===== src/rtl/window_generator.sv =====
// Streaming KxK sliding-window generator: buffers K-1 image rows and emits one
// window per valid ("no padding", stride 1) output position behind a single output register.
module window_generator #(
  parameter int WIDTH         = 8,
  parameter int KERNEL_SIZE   = 3,
  parameter int MAX_IMG_WIDTH = 64,
  parameter int DIM_BITS      = 7
) (
  input  logic                       clk,
  input  logic                       reset,
  input  logic                       start,
  input  logic [DIM_BITS-1:0]        img_width,
  input  logic [DIM_BITS-1:0]        img_height,
  input  logic signed [WIDTH-1:0]    in_pixel,
  input  logic                       in_valid,
  output logic                       in_ready,
  output logic signed [WIDTH-1:0]    window [0:KERNEL_SIZE*KERNEL_SIZE-1],
  output logic                       win_valid,
  input  logic                       win_ready,
  output logic                       win_last,
  output logic                       busy,
  output logic                       done,
  output logic                       cfg_err
);

  localparam int ADDR_BITS = $clog2(MAX_IMG_WIDTH);
  localparam int NUM_TAPS  = KERNEL_SIZE * KERNEL_SIZE;
  localparam logic [DIM_BITS-1:0] K_DIM = DIM_BITS'(KERNEL_SIZE);
  localparam logic [DIM_BITS-1:0] K_M1  = DIM_BITS'(KERNEL_SIZE - 1);
  localparam logic [DIM_BITS-1:0] MAX_W = DIM_BITS'(MAX_IMG_WIDTH);
  localparam logic [DIM_BITS-1:0] ONE   = DIM_BITS'(1);

  typedef enum logic [1:0] {IDLE, RUN, DRAIN} state_t;

  state_t                  state;
  logic [DIM_BITS-1:0]     last_col;
  logic [DIM_BITS-1:0]     last_row;
  logic [DIM_BITS-1:0]     row;
  logic [DIM_BITS-1:0]     col;
  logic [ADDR_BITS-1:0]    col_addr;
  logic signed [WIDTH-1:0] lb [0:KERNEL_SIZE-2][0:MAX_IMG_WIDTH-1];
  logic signed [WIDTH-1:0] col_vec [0:KERNEL_SIZE-1];
  logic                    accept;
  logic                    out_hs;
  logic                    emit;
  logic                    last_px;
  logic                    cfg_ok;

  assign col_addr = col[ADDR_BITS-1:0];
  assign in_ready = (state == RUN) && (!win_valid || win_ready);
  assign accept   = in_valid && in_ready;
  assign out_hs   = win_valid && win_ready;
  assign emit     = (row >= K_M1) && (col >= K_M1);
  assign last_px  = (row == last_row) && (col == last_col);
  assign cfg_ok   = (img_width >= K_DIM) && (img_width <= MAX_W) && (img_height >= K_DIM);

  // Column entering the window: oldest buffered row on top, live pixel at the bottom.
  always_comb begin
    for (int r = 0; r < KERNEL_SIZE - 1; r++) col_vec[r] = lb[r][col_addr];
    col_vec[KERNEL_SIZE-1] = in_pixel;
  end

  // NOTE: line-buffer RAM has no reset; emission is gated until every row it feeds was rewritten.
  always_ff @(posedge clk) begin
    if (accept) begin
      for (int r = 0; r < KERNEL_SIZE - 2; r++) lb[r][col_addr] <= lb[r+1][col_addr];
      lb[KERNEL_SIZE-2][col_addr] <= in_pixel;
    end
  end

  always_ff @(posedge clk) begin
    if (reset) begin
      state     <= IDLE;
      last_col  <= '0;
      last_row  <= '0;
      row       <= '0;
      col       <= '0;
      win_valid <= 1'b0;
      win_last  <= 1'b0;
      busy      <= 1'b0;
      done      <= 1'b0;
      cfg_err   <= 1'b0;
      for (int i = 0; i < NUM_TAPS; i++) window[i] <= '0;
    end else begin
      done    <= 1'b0;
      cfg_err <= 1'b0;
      case (state)
        IDLE: begin
          if (start) begin
            if (cfg_ok) begin
              last_col <= img_width - ONE;
              last_row <= img_height - ONE;
              row      <= '0;
              col      <= '0;
              busy     <= 1'b1;
              state    <= RUN;
            end else begin
              cfg_err <= 1'b1;
            end
          end
        end
        RUN: begin
          if (accept) begin
            // NOTE: non-blocking assignments let every tap read its right neighbour's old value.
            for (int r = 0; r < KERNEL_SIZE; r++) begin
              for (int c = 0; c < KERNEL_SIZE - 1; c++)
                window[r*KERNEL_SIZE+c] <= window[r*KERNEL_SIZE+c+1];
              window[r*KERNEL_SIZE+KERNEL_SIZE-1] <= col_vec[r];
            end
            win_valid <= emit;
            win_last  <= emit && last_px;
            if (last_px) begin
              row   <= '0;
              col   <= '0;
              state <= DRAIN;
            end else if (col == last_col) begin
              col <= '0;
              row <= row + ONE;
            end else begin
              col <= col + ONE;
            end
          end else if (out_hs) begin
            win_valid <= 1'b0;
            win_last  <= 1'b0;
          end
        end
        DRAIN: begin
          // The only window left is the frame's last one.
          if (out_hs) begin
            win_valid <= 1'b0;
            win_last  <= 1'b0;
            busy      <= 1'b0;
            done      <= 1'b1;
            state     <= IDLE;
          end
        end
        default: state <= IDLE;
      endcase
    end
  end

endmodule


===== config.mk =====
export PLATFORM = sky130hd
export DESIGN_NAME = window_generator
export DESIGN_NICKNAME = d
export VERILOG_FILES = /design/src/rtl/window_generator.sv
export SDC_FILE = /design/constraint.sdc
export NUM_CORES = 1
export LEC_CHECK = 0
export CORE_MARGIN = 1
export CORE_UTILIZATION = 40
export DETAILED_ROUTE_END_ITERATION = 6
export HOLD_SLACK_MARGIN = 0.03
export SKIP_LAST_GASP = 1
export SLEW_MARGIN = 20
export SYNTH_ARGS = -nofsm -noshare
export SYNTH_HDL_FRONTEND = slang
export SYNTH_SLANG_ARGS = --single-unit
export TNS_END_PERCENT = 100

===== constraint.sdc =====
create_clock -name clk -period 8.9 [get_ports clk]
set_clock_uncertainty 0.05 [all_clocks]
set_input_delay 1.335 -clock clk [delete_from_list [all_inputs] [get_ports clk]]
set_output_delay 1.335 -clock clk [all_outputs]
set_load 0.05 [all_outputs]

After elaboration in Yosys (flattened, before gate mapping)
Memories as Yosys holds them, arrays and structs flattened. Cells that the tools add are included.

Flip-flop bits (word level): 107. Memory bits (writable): 1024. Input port bits: 27. Output and inout port bits: 78. Word-level logic and storage cells: 106. Memories: 1.

Add/sub/neg operators: 4. Magnitude comparators: 7. Eq/ne operators: 10. Mux-type cells: 38. Bitwise operators: 4. Reductions and logical operators: 23.

Memory list: lb (words 2, bits a word 512, rd ports 2, clocked after memory_dff 0, write ports 2, RTL line 41) `logic signed [WIDTH-1:0] lb [0:KERNEL_SIZE-2][0:MAX_IMG_WIDTH-1];`.

Operators by type and width (number): $mux 512 (1); $bmux 8 s6 (2); $mux 7 (8); $demux 8 s6 (1); $mux 8 (5); $ge 7x2->1 const B (4); $pmux 7 s2 (2); $add 7x1->7 const B (2); $eq 7x7->1 (2); $sub 7x1->7 const B (2); $mux 1 (10); $mux 2 (5); $ne 2x2->1 const B (5); $reduce_and 5->1 (2); $logic_and 1x1->1 (9); $reduce_and 4->1 (2); $ge 7x7->1 const B (1); $le 7x7->1 const B (1); $lt 7x1->1 const B (1); $not 6->7 (1); $pmux 1 s2 (3); $pmux 2 s3 (1); $reduce_bool 2->1 (3); $ne 3x2->1 const B (1); 10 further kinds (12).

Depth between registers and ports, before layout
Depth after elaboration: 6. Mapped depth: 12. Mapped depth without buffers: 8.

Worst setup path before layout
OpenSTA, ideal clock, no wires.

Path kind: reg-to-reg. From: register col[1]. To: memory lb[0][107] (netlist name) (data pin). Library setup time: 680 ps. Arrival: 2898 ps. Required time: 8170 ps. Slack: 5272 ps. Cell stages (with the launch flop): 10. Buffers on the path: 4. Period minus slack after synthesis: 3628 ps. Cell sequence: dfxtp_1 > buf_6 > buf_6 > buf_6 > buf_6 > mux2i_1 > o22ai_1 > a211o_1 > a2111oi_0 > nand4_1.

RTL lines: start: declaration (RTL line 39) `logic [DIM_BITS-1:0] col;`; start signal: assignment (RTL line 120) `col <= col + ONE;`; end: declaration (RTL line 41).

==> impl_metrics.csv <==
group,metric,value,unit
drt,viasPerCell,6.10,
setup_path,worstRegToRegCells,8,
synthesis,synth_top_area_cell,"edfxtp_1",
setup_path,setup.worst_path.end_class,"flop",
clocking,cts.htree.levels,3,
global_route,grt_pass1_wl,194,mm
sta,clock.fmax,195,MHz
clocking,cts_setup_buffers,0,
sta,layout_min_cycle_time,5.14,ns
drt,vias,27200,
clocking,clk_pin_slew,0.06,ns
floorplan,row_count,121,
floorplan,coreArea,110000,sq um
layout,register_area,32900,sq um
pwr,vdd_drop_max,0.174,mV
placed_design,dpl.hpwl,80.2,mm
setup_path,critPathMaxFanout,81,
global_route,grt_start_max_net_pins,120,
layout,num-fill-cells,9339,
min_path,worstHoldStart,"window[45]",
placed_design,port_buffers,104,
sta,setup_tns,0,ns
min_path,hold_path.class,"reg2reg",
setup_path,timing.rr.end,"lb[0][129]",
setup_path,reg2reg_from,"col[1]",
layout,synthToLayoutAreaGrowth,15.2,%
clocking,cts_resized,0,
synthesis,ys.flop_type,"edfxtp_1",
layout,antenna-diode-count,0,
synthesis,syn_nets,2763,
synthesis,ys_warn_count,0,
sta,worst_slack,3.76,ns
setup_path,worst_ep_required_time,9.06,ns
global_route,grt_pass1_vias,26000,
run,cap_violations,0,
drt,drc,1,
sta,report.final.hold_viol_count,0,
pwr,power.total,10.9,mW
floorplan,pin_count,105,
clocking,cts.sinks,1131,
sta,grt_setup_unrepaired,"false",
clocking,hold_buffers,0,
sta,worstMarginPinSlew,1.29,ns
min_path,holdPathStages,2,
outcome,violations,"DRC",
global_route,grt_overflow_total,0,
clocking,cts_buffer_depth,3,
layout,multi_input_area,10700,sq um
synthesis,synthDistinctLibCells,76,
sta,slew_headroom,0.130,
sta,post-route-period-util,0.578,
sta,setup_viol,0,
clocking,cts_tree,"done",
drt,dr.pass1.iters,7,
layout,nNetsFinal,2926,
drt,ant_nets,0,
layout,fin_util,0.468,
setup_path,cp_slowest_cell,"a2111oi_1",
floorplan,die_w,336,microns
pwr,p_per_area,212,nW/um^2
outcome,status,"complete, but fails checks",
clocking,numCtsBuffers,113,
floorplan,initial_utilization,0.406,
floorplan,die_h,336,microns
placed_design,place_ws,4.00,ns
global_route,grt_use_total,0.241,
synthesis,syn_area,44500,sq um
layout,drive_gt1_frac,0.164,
setup_path,regToRegSetupSlack,3.76,ns
placed_design,gp_congestion,0.908,
drt,wl_per_cell,30.8,microns
drt,drt-initial-drc-count,4018,
setup_path,critPathMaxStageDelay,1.08,ns
synthesis,postSynthCellCount,2724,
setup_path,arrival,5.30,ns
synthesis,yosys-top-cells-area,"edfxtp_1 69%, dfxtp_1 4.8%, mux2i_1 3.3%, mux4_2 3.2%, mux2_2 2.0%",
pwr,p_leak,15.8,nW
global_route,antenna_found_initial,8,
min_path,whs_endpoint,"window[45]",
floorplan,dieArea,113000,sq um
synthesis,ys_ff_latch,1131,
synthesis,syn-mean-instance-area,16.3,sq um
placed_design,post_dp_cell_area,47500,sq um
layout,stdcell_count,4460,
sta,whs,0.404,ns
layout,stdcell_area,51300,sq um
synthesis,synth-seq-area-share,0.739,
drt,wirelength,137,mm
setup_path,critPathLaunchType,"flop",
synthesis,async_flop_share,0,
synthesis,synth.top_cell.area_share,0.691,
setup_path,crit_chain,"buf_12 > nor2_4 > buf_4 > a221oi_1 > o21a_1 > o22ai_1 > a2111oi_1 > nand2_4",
sta,slew_violations,0,
clocking,cts_root_buffer,"clkbuf_16",
placed_design,dpl.cell_count,4248,
setup_path,criticalPathCategory,"reg2reg",
synthesis,synth-edff-count,1024,
clocking,clk-insertion-delay-late,0.71,ns
## cells by family after synthesis
kind of cell    Yosys count  synth area share
compound gates          578            0.0933
buf+inv                 205            0.0226
flops                  1131             0.739
simple gates            475            0.0494
mux                     293            0.0861
fa+ha+maj                12           0.00337
xor+xnor                 30           0.00591
## critical path: cells and delay by family (launching register included)
family,cells,cell delay [ns]
AOI/OAI and AO/OA,4,1.72
and+or+nand+nor,2,0.93
DFF,1,0.88
buffers and inverters,2,0.84
## per-layer routing
metal / part of all wire / track usage
met1: 0.40 / 0.334
met3: 0.12 / 0.0629
met4: 0.038 / 0.0856
met2: 0.45 / 0.366
met5: 0.00020 / 0
## area by class of cell
cell class	count	share of cell area
Multi-Input combinational cell	1388	0.208
Clock buffer	149	0.0613
Timing Repair Buffer	236	0.0400
Clock inverter	63	0.0113
Inverter	17	0.00124
Sequential cell	1131	0.642
Tap cell	1476	0.0360
## state kept, by name, summed over array words and instances, names as in the netlist
| signal | count |
|---|---|
| cfg_err | 1 |
| busy | 1 |
| done | 1 |
| win_valid | 1 |
| win_last | 1 |
| col | 7 |
| lb | 1024 |
| state | 2 |
| last_col | 7 |
| last_row | 7 |
| row | 7 |
| window | 72 |
## cells in the final DEF, fill, tap and decap left out, drive strengths merged, types with 27 or more instances in the layout
cell type and count:
mux4 63, o21ai 67, a221o 41, mux2i 146, a21oi 119, nand3 27
clkinv 47, nand2 171, nor2 154, a22oi 57, clkdlybuf4s50 95, edfxtp 1024
a221oi 71, dfxtp 107, mux2 84, buf 141, clkbuf 149, o22ai 47
## cells in the mapped netlist, types with 8 or more instances
| cell type | count |
|---|---|
| a211oi_1 | 25 |
| mux2_2 | 80 |
| nor3b_1 | 8 |
| nand3b_1 | 12 |
| a21oi_1 | 119 |
| mux4_2 | 63 |
| nor4_1 | 9 |
| buf_4 | 22 |
| a22o_1 | 21 |
| a221o_1 | 41 |
| buf_6 | 9 |
| a31oi_1 | 12 |
| mux2i_1 | 146 |
| xnor2_1 | 25 |
| nand2b_1 | 14 |
| o21a_1 | 13 |
| o2bb2ai_1 | 19 |
| ha_1 | 12 |
| dfxtp_1 | 107 |
| buf_2 | 70 |
| nand4_1 | 9 |
| nor2b_1 | 13 |
| o21ai_0 | 64 |
| a22oi_1 | 57 |
| nand2_1 | 171 |
| o22ai_1 | 47 |
| a221oi_1 | 70 |
| nor3_1 | 11 |
| o22a_1 | 10 |
| nand3_1 | 27 |
| clkbuf_1 | 80 |
| and3_1 | 10 |
| inv_1 | 15 |
| edfxtp_1 | 1024 |
| nor2_1 | 154 |
## power by group
group | switching, mW | internal, mW
clock network | 2.03 | 2.74
registers | 0.0173 | 5.79
logic | 0.216 | 0.0695
## worst max-delay path by stage
stage	from	cells past startpoint	end
5_1_grt	col[1]	8	lb[0][129]
4_1_cts	col[1]	8	lb[0][153]
2_1_floorplan	col[1]	9	lb[0][107]
6_report	col[1]	8	lb[0][129]
3_3_place_gp	col[1]	8	lb[0][65]
3_5_place_dp	col[1]	8	lb[0][105]
No activity file was read; power rests on OpenSTA's default activity.
==> edit: new RTL, same flow settings <==
Encoding of `state_t`: now one-hot (3 bits for 3 states).
--- a/src/rtl/window_generator.sv
+++ b/src/rtl/window_generator.sv
@@ -30,7 +30,7 @@
   localparam logic [DIM_BITS-1:0] MAX_W = DIM_BITS'(MAX_IMG_WIDTH);
   localparam logic [DIM_BITS-1:0] ONE   = DIM_BITS'(1);
 
-  typedef enum logic [1:0] {IDLE, RUN, DRAIN} state_t;
+  typedef enum logic [2:0] {IDLE = 3'b001, RUN = 3'b010, DRAIN = 3'b100} state_t;
 
   state_t                  state;
   logic [DIM_BITS-1:0]     last_col;
Behaviour: same outputs for any inputs over 4 cycles, from zero or initial values and one cycle with reset high; so few cycles prove little.
==> edit against the original RTL <==
- the run still ends with design-rule violations left
- area after synthesis down 1.5%
- worst setup slack better by 0.00087 ns
- count of clock-buffer cells in the layout decreased by 8
- cell area is 0.60% lower
- first-iteration DRC count is 2.0% lower
- wire length increased by 5.0%
- sequential cell count rose by 1
Power is not compared: it rests on default switching activity, and its combinational part moved more than twofold at a synthesized area within 25%.
==> edit: results (changes against the original RTL) <==
metric,value,unit,change
outcome,"finished, violations left",,unchanged
failing checks,design-rule violations,,unchanged
pre-CTS WS,3.95,ns,was 4.00 ns
H-tree depth,3,,unchanged
Avg Vias per Cell,6.36,,was 6.10
Slew headroom,0.240,,was 0.130
"top cells by area, synth","edfxtp_1 70%, dfxtp_1 4.9%, a221oi_1 2.6%, a22oi_1 2.2%, mux4_2 2.0%",,"was edfxtp_1 69%, dfxtp_1 4.8%, mux2i_1 3.3%, mux4_2 3.2%, mux2_2 2.0%"
dpl hpwl,85300,µm,was 80200 µm
initial antenna violation count,5,,was 8
Ys Warns,0,,unchanged
post-synthesis mux area share,0.0514,,was 0.0861
CP max stage delay,0.76,ns,was 1.08 ns
critical path peak fanout,64,,was 81
met3 Use GR,0.0708,,was 0.0629
Synth Area in Compound Gates,0.122,,was 0.0933
top cell family by delay on the critical path,buffers and inverters,,was compound AO/OA/AOI/OAI gates
Synth Area in XOR/XNOR,0.00600,,was 0.00591
met1 Use GR,0.349,,was 0.334
Largest regs,"lb x1024, window x72",,unchanged
Inst Count DP,4179,,was 4248
"Avg Cell Area, Syn",16.1,µm²,was 16.3 µm²
Synth Area in Adders,0.00257,,was 0.00337
Fillers,9122,,was 9339
first-pass GRT wire length,203000,µm,was 194000 µm
Synth Net Count,2758,,was 2763
layout cell share with drive strength beyond 1,0.156,,was 0.164
nets,2915,,was 2926
vias,27900,,was 27200
combinational power share,0.069,,
vias in the first global route,26700,,was 26000
WL per Instance,32.9,µm,was 30.8 µm
wire length on met3,19000,µm,was 16000 µm
met2 global-route usage,0.387,,was 0.366
slowest CP cell,dfxtp_4,,was a2111oi_1
placed instance area,46900,µm²,was 47500 µm²
class of the worst hold path,reg -> reg,,unchanged
detailed-routed wire length on met2,64100,µm,was 61600 µm
GPL Wtd Cong,0.976,,was 0.908
DR iter-0 viols,3936,,was 4018
Yosys cell types,78,,was 76
DRC Markers,4,,was 1
sequential-to-total area share from yosys stat,0.751,,was 0.739
Total GRT Usage,0.257,,was 0.241
most frequent cells after synthesis,"1024 x edfxtp_1, 181 x nand2_1, 147 x nor2_1",,"was 1024 x edfxtp_1, 171 x nand2_1, 154 x nor2_1"
crit path DAT,5.46,ns,was 5.30 ns
largest net degree at the start of global routing,106,,was 120
M1 WL,54000,µm,was 54500 µm
Num CTS Buffers,112,,was 113
-- edit: cell types whose count changed after synthesis, moves of 11 or more --
cell,delta
clkbuf_1,+20
buf_1,+17
mux2i_1,-75
a22o_1,+22
o2bb2ai_1,-11
mux4_2,-25
mux2_2,-19
buf_2,-11
a221oi_1,+61
a22oi_1,+69
-- edit: final cells by class --
| type | count | area (µm²) | share of cell area |
|---|---|---|---|
| Inverter | 12 | 46.3 | 0.000909 |
| Clock inverter | 66 | 991 | 0.0194 |
| Tap cell | 1414 | 1770 | 0.0347 |
| Multi-Input combinational cell | 1383 | 10100 | 0.198 |
| Sequential cell | 1132 | 32900 | 0.646 |
| Timing Repair Buffer | 238 | 2080 | 0.0409 |
| Clock buffer | 141 | 3040 | 0.0596 |
-- edit: path summary, 6_finish.rpt --
path	start	to	cells after the start	slack, ns
max	col[0]	lb[0][341]	10	3.76
min	window[44]	window[44]	2	0.41
max reg2reg	col[0]	lb[0][341]	10	3.76
min reg2reg	window[44]	window[44]	2	0.41
